`src/rtl/uart_rx_ctrl.sv`:
```
// UART receive controller: sequences start/data/parity/stop bits on an
// oversampling clock. It drives the sample, check and shift strobes for the
// external sampler/checkers/deserializer, and it reports an accepted frame.
//
// Output semantics: data_valid is a one-cycle pulse with no ready side.
// It is asserted in the cycle after the last stop-bit edge, and only when the
// stop checker and the latched parity result were both clean.
// All strobes are registered. Each is computed from the next-cycle state and
// counters, so in any cycle it matches the edge_cnt/bit_cnt shown in that cycle.
module uart_rx_ctrl #(
  parameter int DATA_WIDTH = 8
) (
  input  logic       CLK,
  input  logic       RST,
  input  logic       RX_IN,
  input  logic       PAR_EN,
  input  logic [5:0] Prescale,
  input  logic       strt_glitch,
  input  logic       par_err,
  input  logic       stp_err,
  output logic [5:0] edge_cnt,
  output logic [3:0] bit_cnt,
  output logic       dat_samp_en,
  output logic       strt_chk_en,
  output logic       par_chk_en,
  output logic       stp_chk_en,
  output logic       deser_en,
  output logic       data_valid,
  output logic [2:0] dbg_state
);

  typedef enum logic [2:0] {
    IDLE   = 3'd0,
    START  = 3'd1,
    DATA   = 3'd2,
    PARITY = 3'd3,
    STOP   = 3'd4
  } state_t;

  state_t     state, nxt_state;
  logic [5:0] p_lat, nxt_p, nxt_edge, p_sel, half;
  logic [3:0] nxt_bit;
  logic       par_lat, nxt_par, frame_err, nxt_ferr, nxt_valid;
  logic       bit_done, active, strobe_hit;
  logic       nxt_samp, nxt_strt, nxt_deser, nxt_parchk, nxt_stp;

  // Unsupported ratios fall back to 8 so a bad Prescale can never stall a frame.
  assign p_sel     = (Prescale == 6'd16 || Prescale == 6'd32) ? Prescale : 6'd8;
  assign bit_done  = (edge_cnt == p_lat - 6'd1);
  assign dbg_state = state;

  // Next state, counters, frame latches and the accept decision.
  always_comb begin
    nxt_state = state;
    nxt_edge  = edge_cnt;
    nxt_bit   = bit_cnt;
    nxt_p     = p_lat;
    nxt_par   = par_lat;
    nxt_ferr  = frame_err;
    nxt_valid = 1'b0;
    if (state == IDLE) begin
      nxt_edge = 6'd0;
      nxt_bit  = 4'd0;
      if (!RX_IN) begin
        nxt_state = START;
        nxt_p     = p_sel;
        nxt_par   = PAR_EN;
        nxt_ferr  = 1'b0;
      end
    end else begin
      if (bit_done) begin
        nxt_edge = 6'd0;
        nxt_bit  = bit_cnt + 4'd1;
      end else begin
        nxt_edge = edge_cnt + 6'd1;
      end
      if (bit_done) begin
        case (state)
          START: begin
            if (strt_glitch) begin
              nxt_state = IDLE;
              nxt_bit   = 4'd0;
            end else begin
              nxt_state = DATA;
            end
          end
          DATA: begin
            if (bit_cnt == 4'(DATA_WIDTH)) nxt_state = par_lat ? PARITY : STOP;
          end
          PARITY: begin
            nxt_state = STOP;
            if (par_err) nxt_ferr = 1'b1;
          end
          STOP: begin
            nxt_valid = !stp_err && !frame_err;
            nxt_bit   = 4'd0;
            // A low line on the final stop edge is the next start bit.
            if (!RX_IN) begin
              nxt_state = START;
              nxt_p     = p_sel;
              nxt_par   = PAR_EN;
              nxt_ferr  = 1'b0;
            end else begin
              nxt_state = IDLE;
            end
          end
          default: nxt_state = IDLE;
        endcase
      end
    end
  end

  // Strobe decode from the next-cycle position, so the registered strobes line up with the counters.
  always_comb begin
    half       = nxt_p >> 1;
    active     = (nxt_state != IDLE);
    nxt_samp   = active && (nxt_edge == half - 6'd1 || nxt_edge == half ||
                            nxt_edge == half + 6'd1);
    strobe_hit = active && (nxt_edge == half + 6'd2);
    nxt_strt   = strobe_hit && (nxt_state == START);
    nxt_deser  = strobe_hit && (nxt_state == DATA);
    nxt_parchk = strobe_hit && (nxt_state == PARITY);
    nxt_stp    = strobe_hit && (nxt_state == STOP);
  end

  // Controller state and all registered outputs; reset aborts any frame in flight.
  always_ff @(posedge CLK or negedge RST) begin
    if (!RST) begin
      state       <= IDLE;
      edge_cnt    <= 6'd0;
      bit_cnt     <= 4'd0;
      p_lat       <= 6'd8;
      par_lat     <= 1'b0;
      frame_err   <= 1'b0;
      data_valid  <= 1'b0;
      dat_samp_en <= 1'b0;
      strt_chk_en <= 1'b0;
      deser_en    <= 1'b0;
      par_chk_en  <= 1'b0;
      stp_chk_en  <= 1'b0;
    end else begin
      state       <= nxt_state;
      edge_cnt    <= nxt_edge;
      bit_cnt     <= nxt_bit;
      p_lat       <= nxt_p;
      par_lat     <= nxt_par;
      frame_err   <= nxt_ferr;
      data_valid  <= nxt_valid;
      dat_samp_en <= nxt_samp;
      strt_chk_en <= nxt_strt;
      deser_en    <= nxt_deser;
      par_chk_en  <= nxt_parchk;
      stp_chk_en  <= nxt_stp;
    end
  end

endmodule

```
`config.mk`:
```
export PLATFORM = sky130hd
export DESIGN_NAME = uart_rx_ctrl
export DESIGN_NICKNAME = d
export VERILOG_FILES = /design/src/rtl/uart_rx_ctrl.sv
export SDC_FILE = /design/constraint.sdc
export NUM_CORES = 1
export LEC_CHECK = 0
export ABC_CLOCK_PERIOD_IN_PS = 3560
export BUFFER_PORTS_ARGS = -buffer_cell sky130_fd_sc_hd__clkbuf_2
export CAP_MARGIN = 20
export CORE_UTILIZATION = 30
export DETAILED_ROUTE_END_ITERATION = 7
export GPL_TIMING_DRIVEN = 0
export PLACE_DENSITY = 0.55
export SLEW_MARGIN = 20
export SYNTH_ARGS = -nofsm -noshare
export SYNTH_HDL_FRONTEND = slang
export SYNTH_SLANG_ARGS = --single-unit
```
`constraint.sdc`:
```
create_clock -name CLK -period 3.56 [get_ports CLK]
set_input_delay 0.712 -clock CLK [delete_from_list [all_inputs] [get_ports CLK]]
set_output_delay 0.712 -clock CLK [all_outputs]
set_load 0.02 [all_outputs]
```
Word level (Yosys, flattened, before mapping)
Index checks and enable logic that the tools add are counted.

Register bits after elaboration: 27. Input bits: 13.

Add/subtract/negate cells: 6. Equality and inequality tests: 17. Multiplexer cells: 32. Reductions and logical operators: 19.

Operator list (number): $mux 6 (7); $eq 6x6->1 (4); $mux 4 (4); $mux 3 (5); $eq 3x2->1 const B (4); $mux 1 (12); $pmux 3 s4 (1); $pmux 4 s2 (1); $logic_and 1x1->1 (7); $add 5x1->6 const B (1); $add 5x2->6 const B (1); $add 6x1->6 const B (1); $eq 3x1->1 const B (2); $eq 3x3->1 const B (2); $eq 6x5->1 (1); $eq 6x5->1 const B (1); $eq 6x6->1 const B (1); $reduce_bool 3->1 (2); $sub 5x1->6 const B (1); $sub 6x1->6 const B (1); $add 4x1->4 const B (1); $eq 4x4->1 const B (1); $reduce_bool 2->1 (2); $logic_not 3->1 (1); other kinds (7) (10).

Depth between registers and ports, before layout
Gate-level depths: netlist (run 1).

Word-level depth: 12. Depth in mapped cells: 15.

Worst setup path after synthesis (run 1)
Ideal clock, no wire load.

Path type: reg-to-reg. Start: register p_lat[1]. End: register strt_chk_en. Setup time: 0.081 ns. Arrival: 3.461 ns. Setup slack: 0.018 ns. Cell stages (with the launch flop): 14. Period minus slack after synthesis: 3.542 ns. Cell sequence: dfrtp_1 > inv_1 > ha_1 > xor3_1 > nor3_1 > o2111ai_4 > a21oi_4 > mux2i_1 > inv_1 > ha_1 > xnor3_1 > nor4b_2 > nand2b_1 > nor3_2.

Cells in the longest elaborated chain, start to end: 8. Elaborated cells on any way between the ends: 16. Those cells by class: add/sub: 2; eq/ne: 3; mux: 8; reduce/logical: 3.

RTL lines: from (decl) (RTL line 41) `logic [5:0] p_lat, nxt_p, nxt_edge, p_sel, half;`; from (signal assigned) (RTL line 145) `p_lat <= nxt_p;`; $sub 6x1->6 (RTL line 49) `assign bit_done = (edge_cnt == p_lat - 6'd1);`; $eq 6x6->1 (RTL line 49); $mux 6 (RTL line 77) `if (bit_done) begin`; $mux 6 (RTL line 61) `if (state == IDLE) begin`; net nxt_p[3] (RTL line 41); $add 5x2->6 (RTL line 119) `strobe_hit = active && (nxt_edge == half + 6'd2);`; $eq 6x6->1 (RTL line 119); $logic_and 1x1->1 (RTL line 119); $logic_and 1x1->1 (RTL line 120) `nxt_strt = strobe_hit && (nxt_state == START);`; net nxt_strt (RTL line 45) `logic nxt_samp, nxt_strt, nxt_deser, nxt_parchk, nxt_stp;`; to (signal assigned) (RTL line 150) `strt_chk_en <= nxt_strt;`; to (decl) (RTL line 24) `output logic strt_chk_en,`.

The timed path passes the listed nets, and every way through them passes these cells. The select of a mux whose other input is x is not followed. A chain may end at the register's enable or synchronous reset.

Worst setup path in the final report (run 1)
Start: register p_lat[2]. End: register dat_samp_en.

Cells in the longest elaborated chain, start to end: 9. Elaborated cells on any way between the ends: 19. Those cells by class: add/sub: 3; eq/ne: 4; mux: 8; reduce/logical: 4.

RTL lines: $sub 6x1->6 (*) (RTL line 49); $eq 6x6->1 (*) (RTL line 49); $mux 6 (*) (RTL line 77); $mux 6 (*) (RTL line 61); net nxt_p[1] (RTL line 41); $sub 5x1->6 (RTL line 117) `nxt_samp = active && (nxt_edge == half - 6'd1 || nxt_edge == half ||`; $eq 6x6->1 (RTL line 117); $logic_or 1x1->1 (RTL line 117); $logic_or 1x1->1 (*) (RTL line 117); $logic_and 1x1->1 (*) (RTL line 117); net nxt_samp (RTL line 45); to (signal assigned) (RTL line 149) `dat_samp_en <= nxt_samp;`; to (decl) (RTL line 23) `output logic dat_samp_en,`.

Mark *: on every way through the listed nets, which the timed path passes. The rest lies on a longest branch. The select of a mux whose other input is x is not followed.

==> impl_metrics.yaml, run 1 <==
run_status:
  status: "finished with violations"
  violations: "design-rule violations"
grt:
  grt_max_degree: 28
  use_met2: 0.2377
  grt_use_met1: 0.2123
  top_usage_layer: "met2"
  grt_pass1_vias: 1724
  grt_pass1_wl_um: 8438
  antenna_found_initial: 0
  use_met3: 0.01484
  grt_usage: 0.1510
  gr-total-overflow: 0
clocking:
  cts_buffers: 3
  cts_tree: "done"
  htree_levels: 1
  cts_sinks: 27
  clkSlewWorstSetupHoldPaths_ps: 100
  root_buffer: "clkbuf_8"
  cts_hold_buf: 0
  clockBufferDepth: 2
  clock_latency_ps: 280
pwr:
  leakage_nw: 1.076
  pwr-share-comb: 0.667
  p_int_mw: 1.128
  ir_drop_mv: 0.2544
  powerDensity_nw_per_um2: 944.3
  seqPwrFrac: 0.250
  sw_frac_of_total: 0.5018
  net-switching-power_mw: 1.136
  p_clk_frac: 0.083
synth:
  syn_inst: 226
  synthAdderAreaFrac: 0.04984
  synthFlopType: "dfrtp_1"
  synth-compound-area-share: 0.1595
  synth_common_cells: "dfrtp_1, nand2_1, nor2_1"
  synth_mux_area_frac: 0.03738
  synth_top_area_frac: 0.3240
  synth_top_family_by_area: "simple AND/OR/NAND/NOR gates"
  synth_area_per_cell_um2: 8.886
  synth_area_leaders: "dfrtp_1, xnor2_1, ha_1, nand2_1, nor2_1"
  yosysUniqueCellTypes: 59
  yosys.area_share.simple: 0.2511
  synth_warnings: 0
  synth-async-reset-ratio: 1.000
  syn-num-nets: 247
  synth-seq-area-share: 0.3371
  synth_top_area_cell: "dfrtp_1"
  synth_edf_count: 0
  synth.ff_latch_count: 27
  syn_area_um2: 2008
  synth-xor-area-share: 0.1128
routing:
  first_pass_iters: 6
  drc: 4
  drtIter0Drc: 133
  via_per_inst: 5.196
  antenna_left: 0
  wl_per_cell_um: 14.77
  vias: 1772
  drt-total-wl_um: 5038
floorplanning:
  die_width_um: 83.82
  initial_core_util: 0.3127
  core_area_um2: 6422
  io_pins: 32
  die_area_um2: 7025
  die_h_um: 83.82
  rows: 29
placement:
  gp_congestion: 0.8215
  place_hpwl_um: 3820
  io_buffers: 31
timing:
  setup_viol: 0
  relSlewSlack: 0.5223
  final_hold_viol_count: 0
  tightest_slew_ps: 716.5
  max_freq_ghz: 0.2935
  hold-worst-slack_ps: 462.0
  fin_skew_ps: 1.335
  period_needed_ps: 3408
  period_share: 0.9572
  final_max_slew_viol_count: 0
cells_and_area:
  antenna_cells: 0
  final_util: 0.3733
  area_growth_pct: 19.38
  drive_gt1_frac: 0.2386
  nets: 286
flow_run:
  maxCapViolCount: 0
setup_path:
  crit_path_cell_trace: "buf_6 -> or3_4 -> xnor2_1 -> o2111ai_4 -> a21oi_4 -> buf_6 -> nor2_1 -> inv_2 -> ha_2 -> inv_1 -> or4_1 -> a211oi_1 -> o2111ai_1 -> o211ai_1"
  endpoint_kind: "flop"
  path_class: "reg -> reg"
  cp.arrival_ps: 3610
  cpMaxStageDelayCell: "or4_1"
  cp_max_fo: 8
  path_common_cell: "buf_6"
  cp-start-kind: "flop"
  max_stage_delay_ps: 510
  cp.required_ps: 3760
min_path:
  hold_class: "in -> async"
worst paths after layout:
path | startpoint | to | slack [ps] | depth (start not counted)
min in group CLK | frame_err$_DFFE_PN0P_ | frame_err$_DFFE_PN0P_ | 500 | 2
max reg2reg | p_lat[2]$_DFF_PN0_ | dat_samp_en$_DFF_PN0_ | 150 | 14
min | RST | bit_cnt[0]$_DFF_PN0_ | 460 | 1
max | p_lat[2]$_DFF_PN0_ | dat_samp_en$_DFF_PN0_ | 150 | 14
min reg2reg | frame_err$_DFFE_PN0P_ | frame_err$_DFFE_PN0P_ | 500 | 2
max in group asynchronous | RST | edge_cnt[3]$_DFF_PN0_ | 2640 | 1
power by group through the flow:
stage / registers [mW] / clock network [mW] / logic (mW)
after floorplan: 0.610 / 0 / 1.04
after global placement: 0.554 / 0 / 1.42
after detailed placement: 0.555 / 0 / 1.42
after CTS: 0.569 / 0.195 / 1.51
after global routing: 0.587 / 0.203 / 1.66
final: 0.567 / 0.188 / 1.51
what timing repair did:
action | CTS | global route
buffers inserted | 4 | 0
endpoints found under the setup margin | 5 | 5
gates resized for setup | 8 | 6
hold endpoints to repair | 0 | 0
gates cloned | 0 | 0
pin swaps | 2 | 3
through the flow:
stage	setup WS [ps]	cell area, µm²	total power, mW	setup TNS, ps	cells
global placement	-693.9	2260	1.977	-3076	334
detailed placement	-734.7	2260	1.975	-3242	334
floorplan	18.13	2008	1.646	0	226
global route	-4.362	2397	2.453	-5.149	341
CTS	13.88	2375	2.271	0	341
finish	152.3	2397	2.264	0	341
cell families after synthesis:
family,count (synthesis)
xor+xnor,21
mux,6
flops,27
compound gates,43
fa+ha+maj,8
simple gates,96
buf+inv,25
flip-flops by register name, indices dropped and copies added, names as in the netlist, 3 cells and up:
register / count
bit_cnt: 4
p_lat: 6
dbg_state: 3
edge_cnt: 6
cells in the final DEF (no fill, tap or decap), types with 4 or more instances in the layout:
cell type / count
xor2_1: 6
a21oi_1: 6
nand2_1: 26
nor2_1: 22
clkbuf_1: 4
o211ai_1: 4
dfrtp_1: 26
ha_1: 6
clkbuf_2: 31
inv_1: 11
nand3_1: 11
nor3_1: 8
or3_1: 4
inv_2: 4
xnor2_1: 12
o21ai_0: 9
cell type report:
type / instances / area (µm²)
fillers: 657 / 4025
clock buffers: 3 / 41.29
repair buffers: 35 / 188.9
plain buffers: 8 / 41.29
multi-input cells: 174 / 1285
clock inverters: 1 / 7.507
inverters: 16 / 60.06
flip-flops and latches: 27 / 676.9
well taps: 77 / 96.34
metal layers:
| layer | vias to the layer above | wire length [µm] | part of all wire |
|---|---|---|---|
| met3 | 10 | 229 | 0.045 |
| li1 | 872 | - | - |
| met5 | - | 0 | 0 |
| met1 | 845 | 2371 | 0.47 |
| met4 | 0 | 99 | 0.020 |
| met2 | 45 | 2338 | 0.46 |
critical path, delay by kind of cell (launching register included):
kind,cells,cell delay (ps)
xor gates and xnor gates,1,360
DFF,1,380
adders and majority gates,1,200
and+or+nand+nor,3,970
AOI/OAI and AO/OA,5,970
buffers and inverters,4,450
No activity file was read; power rests on OpenSTA's default activity.
==> run 2: changes to the inputs <==
CORE_UTILIZATION = 40   (was 30)
PLACE_DENSITY = 0.68   (was 0.55)
==> impl_metrics.yaml, run 2 (synthesized netlist as in run 1, its figures left out) <==
placement:
  io_buffers: 31
  placed_cell_area_um2: 2247
  place_hpwl_um: 3782
  gp_congestion: 0.8630
  dp_cells: 324
grt:
  gr-total-overflow: 0
  antenna_found_initial: 0
  grt_pass1_vias: 1722
  grt_max_degree: 28
  grt_pass1_wl_um: 8217
  grt_usage: 0.2038
timing:
  tightest_slew_ps: 698.1
  hold-worst-slack_ps: 446.0
  max_freq_ghz: 0.2891
  final_hold_viol_count: 0
  period_share: 0.9718
  fin_skew_ps: 8.507
  period_needed_ps: 3459
  final_max_slew_viol_count: 0
  setup_viol: 0
  relSlewSlack: 0.5346
cells_and_area:
  final_util: 0.5111
  layoutNonFillerInstCount: 336
  fin_area_um2: 2446
  largest_registers: "edge_cnt (6), p_lat (6), bit_cnt (4)"
  area_growth_pct: 21.81
  drive_gt1_frac: 0.2677
  mostFrequentLayoutCell: "clkbuf_2"
  nets: 291
  antenna_cells: 0
  final_cell_mix: "clkbuf_2, dfrtp_1, nand2_1"
setup_path:
  cpMaxStageDelayCell: "dfrtp_1"
  path_class: "reg -> reg"
  endpoint_kind: "flop"
  crit_buf_inv: 1
  cp.arrival_ps: 3670
  cp_max_fo: 5
  max_stage_delay_ps: 460
  cp-start-kind: "flop"
  cp_top_family: "simple AND/OR/NAND/NOR gates"
  crit_path_cell_trace: "or3_4 -> o31a_1 -> o2111a_2 -> o21ai_4 -> nand2_2 -> inv_2 -> ha_4 -> nand3_1 -> or3_1 -> a31oi_1 -> nor4b_4 -> nand3b_1 -> nor2_1"
  cp.required_ps: 3770
pwr:
  sw_frac_of_total: 0.5005
  ir_drop_mv: 0.3923
  p_clk_frac: 0.080
  powerDensity_nw_per_um2: 955.0
  leakage_nw: 1.109
  net-switching-power_mw: 1.169
  p_int_mw: 1.167
  pwr-share-comb: 0.675
  p_total_mw: 2.336
  seqPwrFrac: 0.244
routing:
  via_per_inst: 5.443
  vias: 1829
  wl_per_cell_um: 15.05
  drt-total-wl_um: 5056
  first_pass_iters: 5
  drtIter0Drc: 174
  drc: 0
  antenna_left: 0
floorplanning:
  die_area_um2: 5308
  initial_core_util: 0.4196
  die_width_um: 72.86
  rows: 25
  io_pins: 32
  die_h_um: 72.86
  core_area_um2: 4786
clocking:
  cts_buffers: 3
  clock_latency_ps: 290
  clkSlewWorstSetupHoldPaths_ps: 100
  clockBufferDepth: 2
  htree_levels: 1
  root_buffer: "clkbuf_8"
  cts_sinks: 27
  cts_tree: "done"
flow_run:
  maxCapViolCount: 0
min_path:
  hold_class: "in -> async"
run_status:
  status: "finished, final reports clean"
## run 2: changes by cell type in the layout (fill, tap and decap cells not counted), sizes merged
cell / before / now
buf: 8 / 13
## run 2: final timing paths
path                                       startpoint                     to  slack [ps]  cells after the start
max in group asynchronous                         RST    par_lat$_DFFE_PN0P_        2650                      1
worst max register to register     p_lat[1]$_DFF_PN0_   par_chk_en$_DFF_PN0_         100                     13
worst min register to register  frame_err$_DFFE_PN0P_  frame_err$_DFFE_PN0P_         500                      2
worst max-delay path               p_lat[1]$_DFF_PN0_   par_chk_en$_DFF_PN0_         100                     13
worst min-delay path                              RST     p_lat[4]$_DFF_PN0_         450                      1
min in group CLK                frame_err$_DFFE_PN0P_  frame_err$_DFFE_PN0P_         500                      2
## run 2: what timing repair did
| item | in CTS | in global routing |
|---|---|---|
| setup endpoints to repair | 5 | 5 |
| gates resized for setup | 9 | 9 |
| hold endpoints to repair | 0 | 0 |
| hold buffers | 0 | 0 |
| cloned | 0 | 0 |
| buffers inserted | 3 | 6 |
| pin swaps | 1 | 6 |
## run 2: power by group through the flow
stage	clock network, mW	registers, mW	logic, mW
after CTS	0.192	0.567	1.50
after global placement	0	0.548	1.40
after detailed placement	0	0.553	1.42
final	0.188	0.571	1.58
after global routing	0.201	0.584	1.72
after floorplan	0	0.610	1.04
## run 2: through the flow
stage	setup slack [ps]	setup TNS (ps)
6_report	100.5	0
5_1_grt	-17.87	-26.22
2_1_floorplan	18.13	0
3_3_place_gp	-615.5	-2671
4_1_cts	4.113	0
3_5_place_dp	-636.6	-2758
## run 2: layout make-up
type | instances | area (µm²)
timing repair buffer | 40 | 226.5
tap | 67 | 83.83
inverter | 16 | 60.06
fill | 433 | 2340
clock buffer | 3 | 41.29
buffer | 8 | 41.29
clock inverter | 1 | 7.507
sequential | 27 | 676.9
multi-input combinational | 174 | 1309
## run 2: metal layers
layer	wire, µm	track usage	vias up
li1	-	-	884
met4	159	0.08932	0
met1	2317	0.2900	861
met2	2337	0.3157	69
met5	0	0	-
met3	242	0.01934	15
